$ cat config.mk
export PLATFORM = sky130hd
export DESIGN_NAME = alu_issue_stage_flat
export DESIGN_NICKNAME = d
export VERILOG_FILES = /design/src/rtl/alu_issue_stage_if.sv /design/src/rtl/alu_issue_stage.sv /design/src/flat_wrapper.sv
export SDC_FILE = /design/constraint.sdc
export NUM_CORES = 1
export LEC_CHECK = 0
export CORE_ASPECT_RATIO = 1.5
export CORE_MARGIN = 2
export CORE_UTILIZATION = 42
export DETAILED_ROUTE_END_ITERATION = 8
export PLACE_DENSITY = 0.82
export RECOVER_POWER = 25
export SLEW_MARGIN = 20
export SYNTH_ARGS = -nofsm -noshare
export SYNTH_HDL_FRONTEND = slang
export SYNTH_SLANG_ARGS = --single-unit
$ cat constraint.sdc
create_clock -name i_clock -period 2.8 [get_ports i_clock]
set_clock_uncertainty 0.1 [all_clocks]
set_input_delay 0.56 -clock i_clock [delete_from_list [all_inputs] [get_ports i_clock]]
set_output_delay 0.56 -clock i_clock [all_outputs]
set_load 0.05 [all_outputs]
$ cat src/rtl/alu_issue_stage_if.sv
// Issue-port bundle between the ID stage and the ID/EX register (alu_issue_stage).
// The master drives the ID-side inputs; the slave is the issue register producing the ALU operands.
interface alu_issue_stage_if #(
    parameter int NB_DATA      = 32,
    parameter int NB_OPERATION = 4,
    parameter int NB_INSTR     = 32
);
    logic                    i_valid;
    logic                    i_stall;
    logic                    i_flush;
    logic [NB_INSTR-1:0]     i_instr;
    logic [NB_DATA-1:0]      i_rs_data;
    logic [NB_DATA-1:0]      i_rt_data;
    logic                    o_valid;
    logic [NB_OPERATION-1:0] o_op;
    logic [NB_DATA-1:0]      o_data_a;
    logic [NB_DATA-1:0]      o_data_b;
    logic                    o_illegal;

    modport master (
        output i_valid, i_stall, i_flush, i_instr, i_rs_data, i_rt_data,
        input  o_valid, o_op, o_data_a, o_data_b, o_illegal
    );

    modport slave (
        input  i_valid, i_stall, i_flush, i_instr, i_rs_data, i_rt_data,
        output o_valid, o_op, o_data_a, o_data_b, o_illegal
    );
endinterface

$ cat src/rtl/alu_issue_stage.sv
// ID/EX issue register: decodes the instruction into an ALU op, selects/extends operands, registers them.
// Optional operand forwarding muxes are enabled by defining ALU_ISSUE_FWD_EN.
module alu_issue_stage #(
    parameter int NB_DATA      = 32,
    parameter int NB_OPERATION = 4,
    parameter int NB_INSTR     = 32,
    parameter int NB_SHAMT     = 5
) (
    input  logic               i_clock,
    input  logic               i_reset,
`ifdef ALU_ISSUE_FWD_EN
    input  logic [1:0]         i_fwd_a_sel,
    input  logic [1:0]         i_fwd_b_sel,
    input  logic [NB_DATA-1:0] i_exmem_data,
    input  logic [NB_DATA-1:0] i_memwb_data,
`endif
    alu_issue_stage_if.slave   bus
);

    localparam logic [NB_OPERATION-1:0] OP_ADD     = 4'b0000;
    localparam logic [NB_OPERATION-1:0] OP_SUB     = 4'b0001;
    localparam logic [NB_OPERATION-1:0] OP_AND     = 4'b0010;
    localparam logic [NB_OPERATION-1:0] OP_OR      = 4'b0011;
    localparam logic [NB_OPERATION-1:0] OP_XOR     = 4'b0100;
    localparam logic [NB_OPERATION-1:0] OP_NOR     = 4'b0101;
    localparam logic [NB_OPERATION-1:0] OP_SRL     = 4'b0110;
    localparam logic [NB_OPERATION-1:0] OP_SLL     = 4'b0111;
    localparam logic [NB_OPERATION-1:0] OP_SRA     = 4'b1000;
    localparam logic [NB_OPERATION-1:0] OP_SLT     = 4'b1010;
    localparam logic [NB_OPERATION-1:0] OP_LUI     = 4'b1011;
    localparam logic [NB_OPERATION-1:0] OP_ILLEGAL = 4'b1111;

    logic [5:0]          opcode;
    logic [5:0]          funct;
    logic [NB_SHAMT-1:0] shamt;
    logic [15:0]         imm;
    logic [NB_DATA-1:0]  imm_se;
    logic [NB_DATA-1:0]  imm_ze;
    logic [NB_DATA-1:0]  shamt_ze;
    logic [NB_DATA-1:0]  rsv_ze;
    logic [NB_DATA-1:0]  rs_val;
    logic [NB_DATA-1:0]  rt_val;
    logic                unused_fields;

    assign opcode        = bus.i_instr[31:26];
    assign funct         = bus.i_instr[5:0];
    assign shamt         = bus.i_instr[10:6];
    assign imm           = bus.i_instr[15:0];
    // Register specifier fields are resolved upstream; only their data arrives here.
    assign unused_fields = ^bus.i_instr[25:16];

`ifdef ALU_ISSUE_FWD_EN
    always_comb begin
        unique case (i_fwd_a_sel)
            2'b01:   rs_val = i_exmem_data;
            2'b10:   rs_val = i_memwb_data;
            default: rs_val = bus.i_rs_data;
        endcase
        unique case (i_fwd_b_sel)
            2'b01:   rt_val = i_exmem_data;
            2'b10:   rt_val = i_memwb_data;
            default: rt_val = bus.i_rt_data;
        endcase
    end
`else
    assign rs_val = bus.i_rs_data;
    assign rt_val = bus.i_rt_data;
`endif

    assign imm_se   = {{(NB_DATA-16){imm[15]}}, imm};
    assign imm_ze   = {{(NB_DATA-16){1'b0}}, imm};
    assign shamt_ze = {{(NB_DATA-NB_SHAMT){1'b0}}, shamt};
    assign rsv_ze   = {{(NB_DATA-NB_SHAMT){1'b0}}, rs_val[NB_SHAMT-1:0]};

    logic [NB_OPERATION-1:0] dec_op;
    logic [NB_DATA-1:0]      dec_a;
    logic [NB_DATA-1:0]      dec_b;
    logic                    dec_illegal;

    always_comb begin
        // NOTE: every output gets a default first so no path through the case leaves a latch.
        dec_op      = OP_ILLEGAL;
        dec_a       = '0;
        dec_b       = '0;
        dec_illegal = 1'b1;
        unique case (opcode)
            6'b000000: begin
                dec_illegal = 1'b0;
                dec_a       = rs_val;
                dec_b       = rt_val;
                unique case (funct)
                    6'b100000, 6'b100001: dec_op = OP_ADD;
                    6'b100010, 6'b100011: dec_op = OP_SUB;
                    6'b100100:            dec_op = OP_AND;
                    6'b100101:            dec_op = OP_OR;
                    6'b100110:            dec_op = OP_XOR;
                    6'b100111:            dec_op = OP_NOR;
                    6'b101010:            dec_op = OP_SLT;
                    6'b000000: begin dec_op = OP_SLL; dec_a = rt_val; dec_b = shamt_ze; end
                    6'b000010: begin dec_op = OP_SRL; dec_a = rt_val; dec_b = shamt_ze; end
                    6'b000011: begin dec_op = OP_SRA; dec_a = rt_val; dec_b = shamt_ze; end
                    6'b000100: begin dec_op = OP_SLL; dec_a = rt_val; dec_b = rsv_ze;   end
                    6'b000110: begin dec_op = OP_SRL; dec_a = rt_val; dec_b = rsv_ze;   end
                    6'b000111: begin dec_op = OP_SRA; dec_a = rt_val; dec_b = rsv_ze;   end
                    default: begin
                        dec_op      = OP_ILLEGAL;
                        dec_a       = '0;
                        dec_b       = '0;
                        dec_illegal = 1'b1;
                    end
                endcase
            end
            6'b001000, 6'b001001, 6'b100011, 6'b101011: begin
                dec_op = OP_ADD; dec_a = rs_val; dec_b = imm_se; dec_illegal = 1'b0;
            end
            6'b001010: begin
                dec_op = OP_SLT; dec_a = rs_val; dec_b = imm_se; dec_illegal = 1'b0;
            end
            6'b001100: begin
                dec_op = OP_AND; dec_a = rs_val; dec_b = imm_ze; dec_illegal = 1'b0;
            end
            6'b001101: begin
                dec_op = OP_OR;  dec_a = rs_val; dec_b = imm_ze; dec_illegal = 1'b0;
            end
            6'b001110: begin
                dec_op = OP_XOR; dec_a = rs_val; dec_b = imm_ze; dec_illegal = 1'b0;
            end
            6'b001111: begin
                dec_op = OP_LUI; dec_a = '0;     dec_b = imm_se; dec_illegal = 1'b0;
            end
            6'b000100, 6'b000101: begin
                dec_op = OP_SUB; dec_a = rs_val; dec_b = rt_val; dec_illegal = 1'b0;
            end
            default: ;
        endcase
    end

    // Flush beats stall: a bubble must land even while the downstream stage is holding.
    always_ff @(posedge i_clock or posedge i_reset) begin
        // NOTE: registered state uses non-blocking assignments so every flop samples pre-edge values.
        if (i_reset) begin
            bus.o_valid   <= 1'b0;
            bus.o_op      <= OP_ADD;
            bus.o_data_a  <= '0;
            bus.o_data_b  <= '0;
            bus.o_illegal <= 1'b0;
        end else if (bus.i_flush) begin
            bus.o_valid   <= 1'b0;
            bus.o_op      <= OP_ADD;
            bus.o_data_a  <= '0;
            bus.o_data_b  <= '0;
            bus.o_illegal <= 1'b0;
        end else if (!bus.i_stall) begin
            bus.o_valid   <= bus.i_valid;
            bus.o_op      <= dec_op;
            bus.o_data_a  <= dec_a;
            bus.o_data_b  <= dec_b;
            bus.o_illegal <= bus.i_valid & dec_illegal;
        end
    end

endmodule

$ cat src/flat_wrapper.sv
// flat-port wrapper written by rule: the top's interface ports become plain ports
module alu_issue_stage_flat 
#(
    parameter int NB_DATA      = 32,
    parameter int NB_OPERATION = 4,
    parameter int NB_INSTR     = 32,
    parameter int NB_SHAMT     = 5
)
  (i_clock, i_reset, bus_i_valid, bus_i_stall, bus_i_flush, bus_i_instr, bus_i_rs_data, bus_i_rt_data, bus_o_valid, bus_o_op, bus_o_data_a, bus_o_data_b, bus_o_illegal);
  alu_issue_stage_if #(.NB_DATA(NB_DATA), .NB_OPERATION(NB_OPERATION), .NB_INSTR(NB_INSTR)) bus_i ();
  input  logic i_clock;
  input  logic i_reset;
  input wire logic [$bits(bus_i.i_valid)-1:0] bus_i_valid;
  input wire logic [$bits(bus_i.i_stall)-1:0] bus_i_stall;
  input wire logic [$bits(bus_i.i_flush)-1:0] bus_i_flush;
  input wire logic [$bits(bus_i.i_instr)-1:0] bus_i_instr;
  input wire logic [$bits(bus_i.i_rs_data)-1:0] bus_i_rs_data;
  input wire logic [$bits(bus_i.i_rt_data)-1:0] bus_i_rt_data;
  output wire logic [$bits(bus_i.o_valid)-1:0] bus_o_valid;
  output wire logic [$bits(bus_i.o_op)-1:0] bus_o_op;
  output wire logic [$bits(bus_i.o_data_a)-1:0] bus_o_data_a;
  output wire logic [$bits(bus_i.o_data_b)-1:0] bus_o_data_b;
  output wire logic [$bits(bus_i.o_illegal)-1:0] bus_o_illegal;
  assign bus_i.i_valid = bus_i_valid;
  assign bus_i.i_stall = bus_i_stall;
  assign bus_i.i_flush = bus_i_flush;
  assign bus_i.i_instr = bus_i_instr;
  assign bus_i.i_rs_data = bus_i_rs_data;
  assign bus_i.i_rt_data = bus_i_rt_data;
  assign bus_o_valid = bus_i.o_valid;
  assign bus_o_op = bus_i.o_op;
  assign bus_o_data_a = bus_i.o_data_a;
  assign bus_o_data_b = bus_i.o_data_b;
  assign bus_o_illegal = bus_i.o_illegal;
  alu_issue_stage #(.NB_DATA(NB_DATA), .NB_OPERATION(NB_OPERATION), .NB_INSTR(NB_INSTR), .NB_SHAMT(NB_SHAMT)) u_core (.i_clock(i_clock), .i_reset(i_reset), .bus(bus_i));
endmodule
==> impl_metrics.env <==
export IMPL_antenna_found_initial=0
export IMPL_post_route_min_period_ns=2.456
export IMPL_synth_warnings=0
export IMPL_routed_via_density=5.871
export IMPL_cp_max_fo=5
export IMPL_netlist_instances=326
export IMPL_dp_hpwl_um=8850
export IMPL_power_w=0.002766
export IMPL_setup_viol=0
export IMPL_io_pins=171
export IMPL_area_growth_pct=58.62
export IMPL_finalMaxSlewViolations=0
export IMPL_die_area_um2=9473
export IMPL_p_comb_share_pct=17.5
export IMPL_worstPathArrival_ns=2.59
export IMPL_grt_pass1_vias=3526
export IMPL_synthTopCellsByArea="dfrtp_1, a221o_1, and3_1, buf_6, clkbuf_1"
export IMPL_drc=0
export IMPL_placement_io_buffers=160
export IMPL_ys_seq_elements=70
export IMPL_dp_cells=588
export IMPL_rsz0062_at_grt="no"
export IMPL_cts_setup_buffers=0
export IMPL_p_clk_share_pct=44.5
export IMPL_yosys_area_top_type_share_pct=47.96
export IMPL_route_vias_total=3546
export IMPL_postSynthAreaPerCell_um2=11.20
export IMPL_wl_per_cell_um=19.79
export IMPL_start_kind="primary input"
export IMPL_core_area_um2=8413
export IMPL_grt_pass1_wl_um=18750
export IMPL_p_leak_nw=2.578
export IMPL_hp_class="reg2reg"
export IMPL_critical_path_max_stage_delay_ns=0.60
export IMPL_nets=593
export IMPL_fp_dieW_um=80.14
export IMPL_cp_num_buf_inv=1
export IMPL_intPower_w=0.002065
export IMPL_min_period_over_period_pct=87.73
export IMPL_ir_drop_mv=0.4359
export IMPL_syn_nets=427
export IMPL_clock_root_buffer="clkbuf_16"
export IMPL_cts_sinks=70
export IMPL_relSlewSlack_pct=16.32
export IMPL_regArea_um2=1752
export IMPL_worst_pin_slew_ns=1.255
export IMPL_ys_seq_area_share_pct=47.96
export IMPL_dr_first_iter_drc_count=227
export IMPL_whs_ns=0.4086
export IMPL_layout_drive_gt1_share_pct=13.48
export IMPL_async_flop_share_pct=100.0
export IMPL_wl_um=11950
export IMPL_cts_resized=0
export IMPL_fill_cells=654
export IMPL_synth_area_um2=3652
export IMPL_die_h_um=118.2
export IMPL_status="completed"
export IMPL_final_cell_count_no_fill=604
export IMPL_clk_latency_ns=0.33
export IMPL_hold_viol_final=0
export IMPL_layout_common_cells="clkdlybuf4s50_1, dfrtp_1, a221o_1"
export IMPL_crit_chain="clkdlybuf4s50_1 > or4_4 > a2111oi_4 > o21ai_0 > o221ai_1"
export IMPL_critPathCaptureType="flip-flop"
export IMPL_swShare_pct=25.33
export IMPL_initial_utilization_pct=43.41
export IMPL_grt_overflow=0
export IMPL_slowest_stage="or4_4"
export IMPL_cp_top_family="compound AO/OA/AOI/OAI gates"
export IMPL_yosysTopAreaCell="dfrtp_1"
export IMPL_clk_path_buf_depth=2
export IMPL_htree_levels=3
export IMPL_drtPass1Iterations=4
export IMPL_final_setup_tns_ns=0
export IMPL_ant_nets=0
export IMPL_maxCapViolCount=0
export IMPL_gp_congestion=0.9299
export IMPL_numCtsBuffers=9
export IMPL_critPathRequiredTime_ns=2.94
export IMPL_num_antenna_cells=0
export IMPL_cts_tree="yes"
export IMPL_p_sw_w=0.0007007
export IMPL_cts_clk_slew_worst_paths_ns=0.06
export IMPL_ctsHoldBuffers=0
export IMPL_grt_max_degree=46
export IMPL_powerDensity_nw_per_um2=477.5
export IMPL_seqPwrFrac_pct=38.0
export IMPL_synth_edf_count=0
export IMPL_critical_path_class="in2reg"
export IMPL_multi_input_area_um2=1670
export IMPL_synth_distinct_cells=53
export IMPL_fmax_mhz=407.1
export IMPL_synth_flop_cell="dfrtp_1"
export IMPL_final_common_cell="clkdlybuf4s50_1"
export IMPL_rows=41
export IMPL_grt_util_all_layers_pct=25.76
[power by group through the flow]
| stage | Clock [W] | Sequential [W] | Combinational [W] |
|---|---|---|---|
| 5_1_grt | 0.00130 | 0.00105 | 0.000511 |
| 3_3_place_gp | 0 | 0.00107 | 0.000477 |
| 3_5_place_dp | 0 | 0.00107 | 0.000485 |
| 2_1_floorplan | 0 | 0.00116 | 0.000141 |
| 4_1_cts | 0.00125 | 0.00105 | 0.000487 |
| 6_report | 0.00123 | 0.00105 | 0.000483 |
[cell type report]
type | count | share of cell area, %
inverters | 11 | 0.7127
flip-flops and latches | 70 | 30.24
repair buffers | 190 | 32.29
clock inverters | 5 | 1.425
well taps | 107 | 2.311
clock buffers | 11 | 4.190
multi-input cells | 210 | 28.83
[per-layer routing]
layer	vias up	global-route usage [%]	share of wire [%]	wire, µm
met5	-	0	0	0
met4	0	12.39	3.8	453
met3	34	4.885	6.4	768
met2	172	43.49	52	6223
met1	1711	30.91	38	4508
li1	1629	-	-	-
[through the flow]
stage / util (%) / setup WS [ns] / cell area (µm²)
global route: 68.86 / 0.2470 / 5793
detailed placement: 65.21 / 0.006823 / 5487
CTS: 69.08 / 0.3518 / 5812
floorplan: - / 0.3718 / 3652
finish: 68.86 / 0.3436 / 5793
global placement: 65.21 / 0.06822 / 5487
[cell families after synthesis]
| logic type | after synthesis | share of synthesized area, % |
|---|---|---|
| AND/OR/NAND/NOR | 99 | 16.41 |
| buffers and inverters | 46 | 6.714 |
| multiplexers | 7 | 1.919 |
| AO/OA/AOI/OAI | 102 | 26.52 |
| XOR/XNOR | 2 | 0.4797 |
| flip-flops | 70 | 47.96 |
[synth_stat cells (all sizes together), types with 3 or more instances]
master and number:
a221o 53, a221oi 3, a22oi 11, a311oi 4, and3 37, buf 15
clkbuf 20, dfrtp 70, inv 11, mux2i 7, nand2 6, nand2b 3
nand3 6, nor2 17, nor2b 8, nor3b 4, o21ai 3, o221ai 5
o2bb2ai 6, or2 3
[flip-flops by register name, indices dropped and copies added (netlist names)]
signal and count:
u_core.bus.o_data_b 32, u_core.bus.o_data_a 32, u_core.bus.o_op 4, u_core.bus.o_valid 1, u_core.bus.o_illegal 1
[worst paths after layout]
path                                            to  slack, ns  cells after the start              startpoint
hold reg to reg             u_core.bus.o_data_a[9]       0.41                      1  u_core.bus.o_data_a[9]
hold / removal              u_core.bus.o_data_a[9]       0.41                      1  u_core.bus.o_data_a[9]
max in group asynchronous  u_core.bus.o_data_b[19]       0.86                      3                 i_reset
setup / recovery            u_core.bus.o_data_b[4]       0.34                      5         bus_i_instr[26]
min in group asynchronous   u_core.bus.o_data_a[1]       0.97                      3                 i_reset
setup reg to reg            u_core.bus.o_data_b[2]       1.80                      2  u_core.bus.o_data_b[2]
No activity file was read; power rests on OpenSTA's default activity.
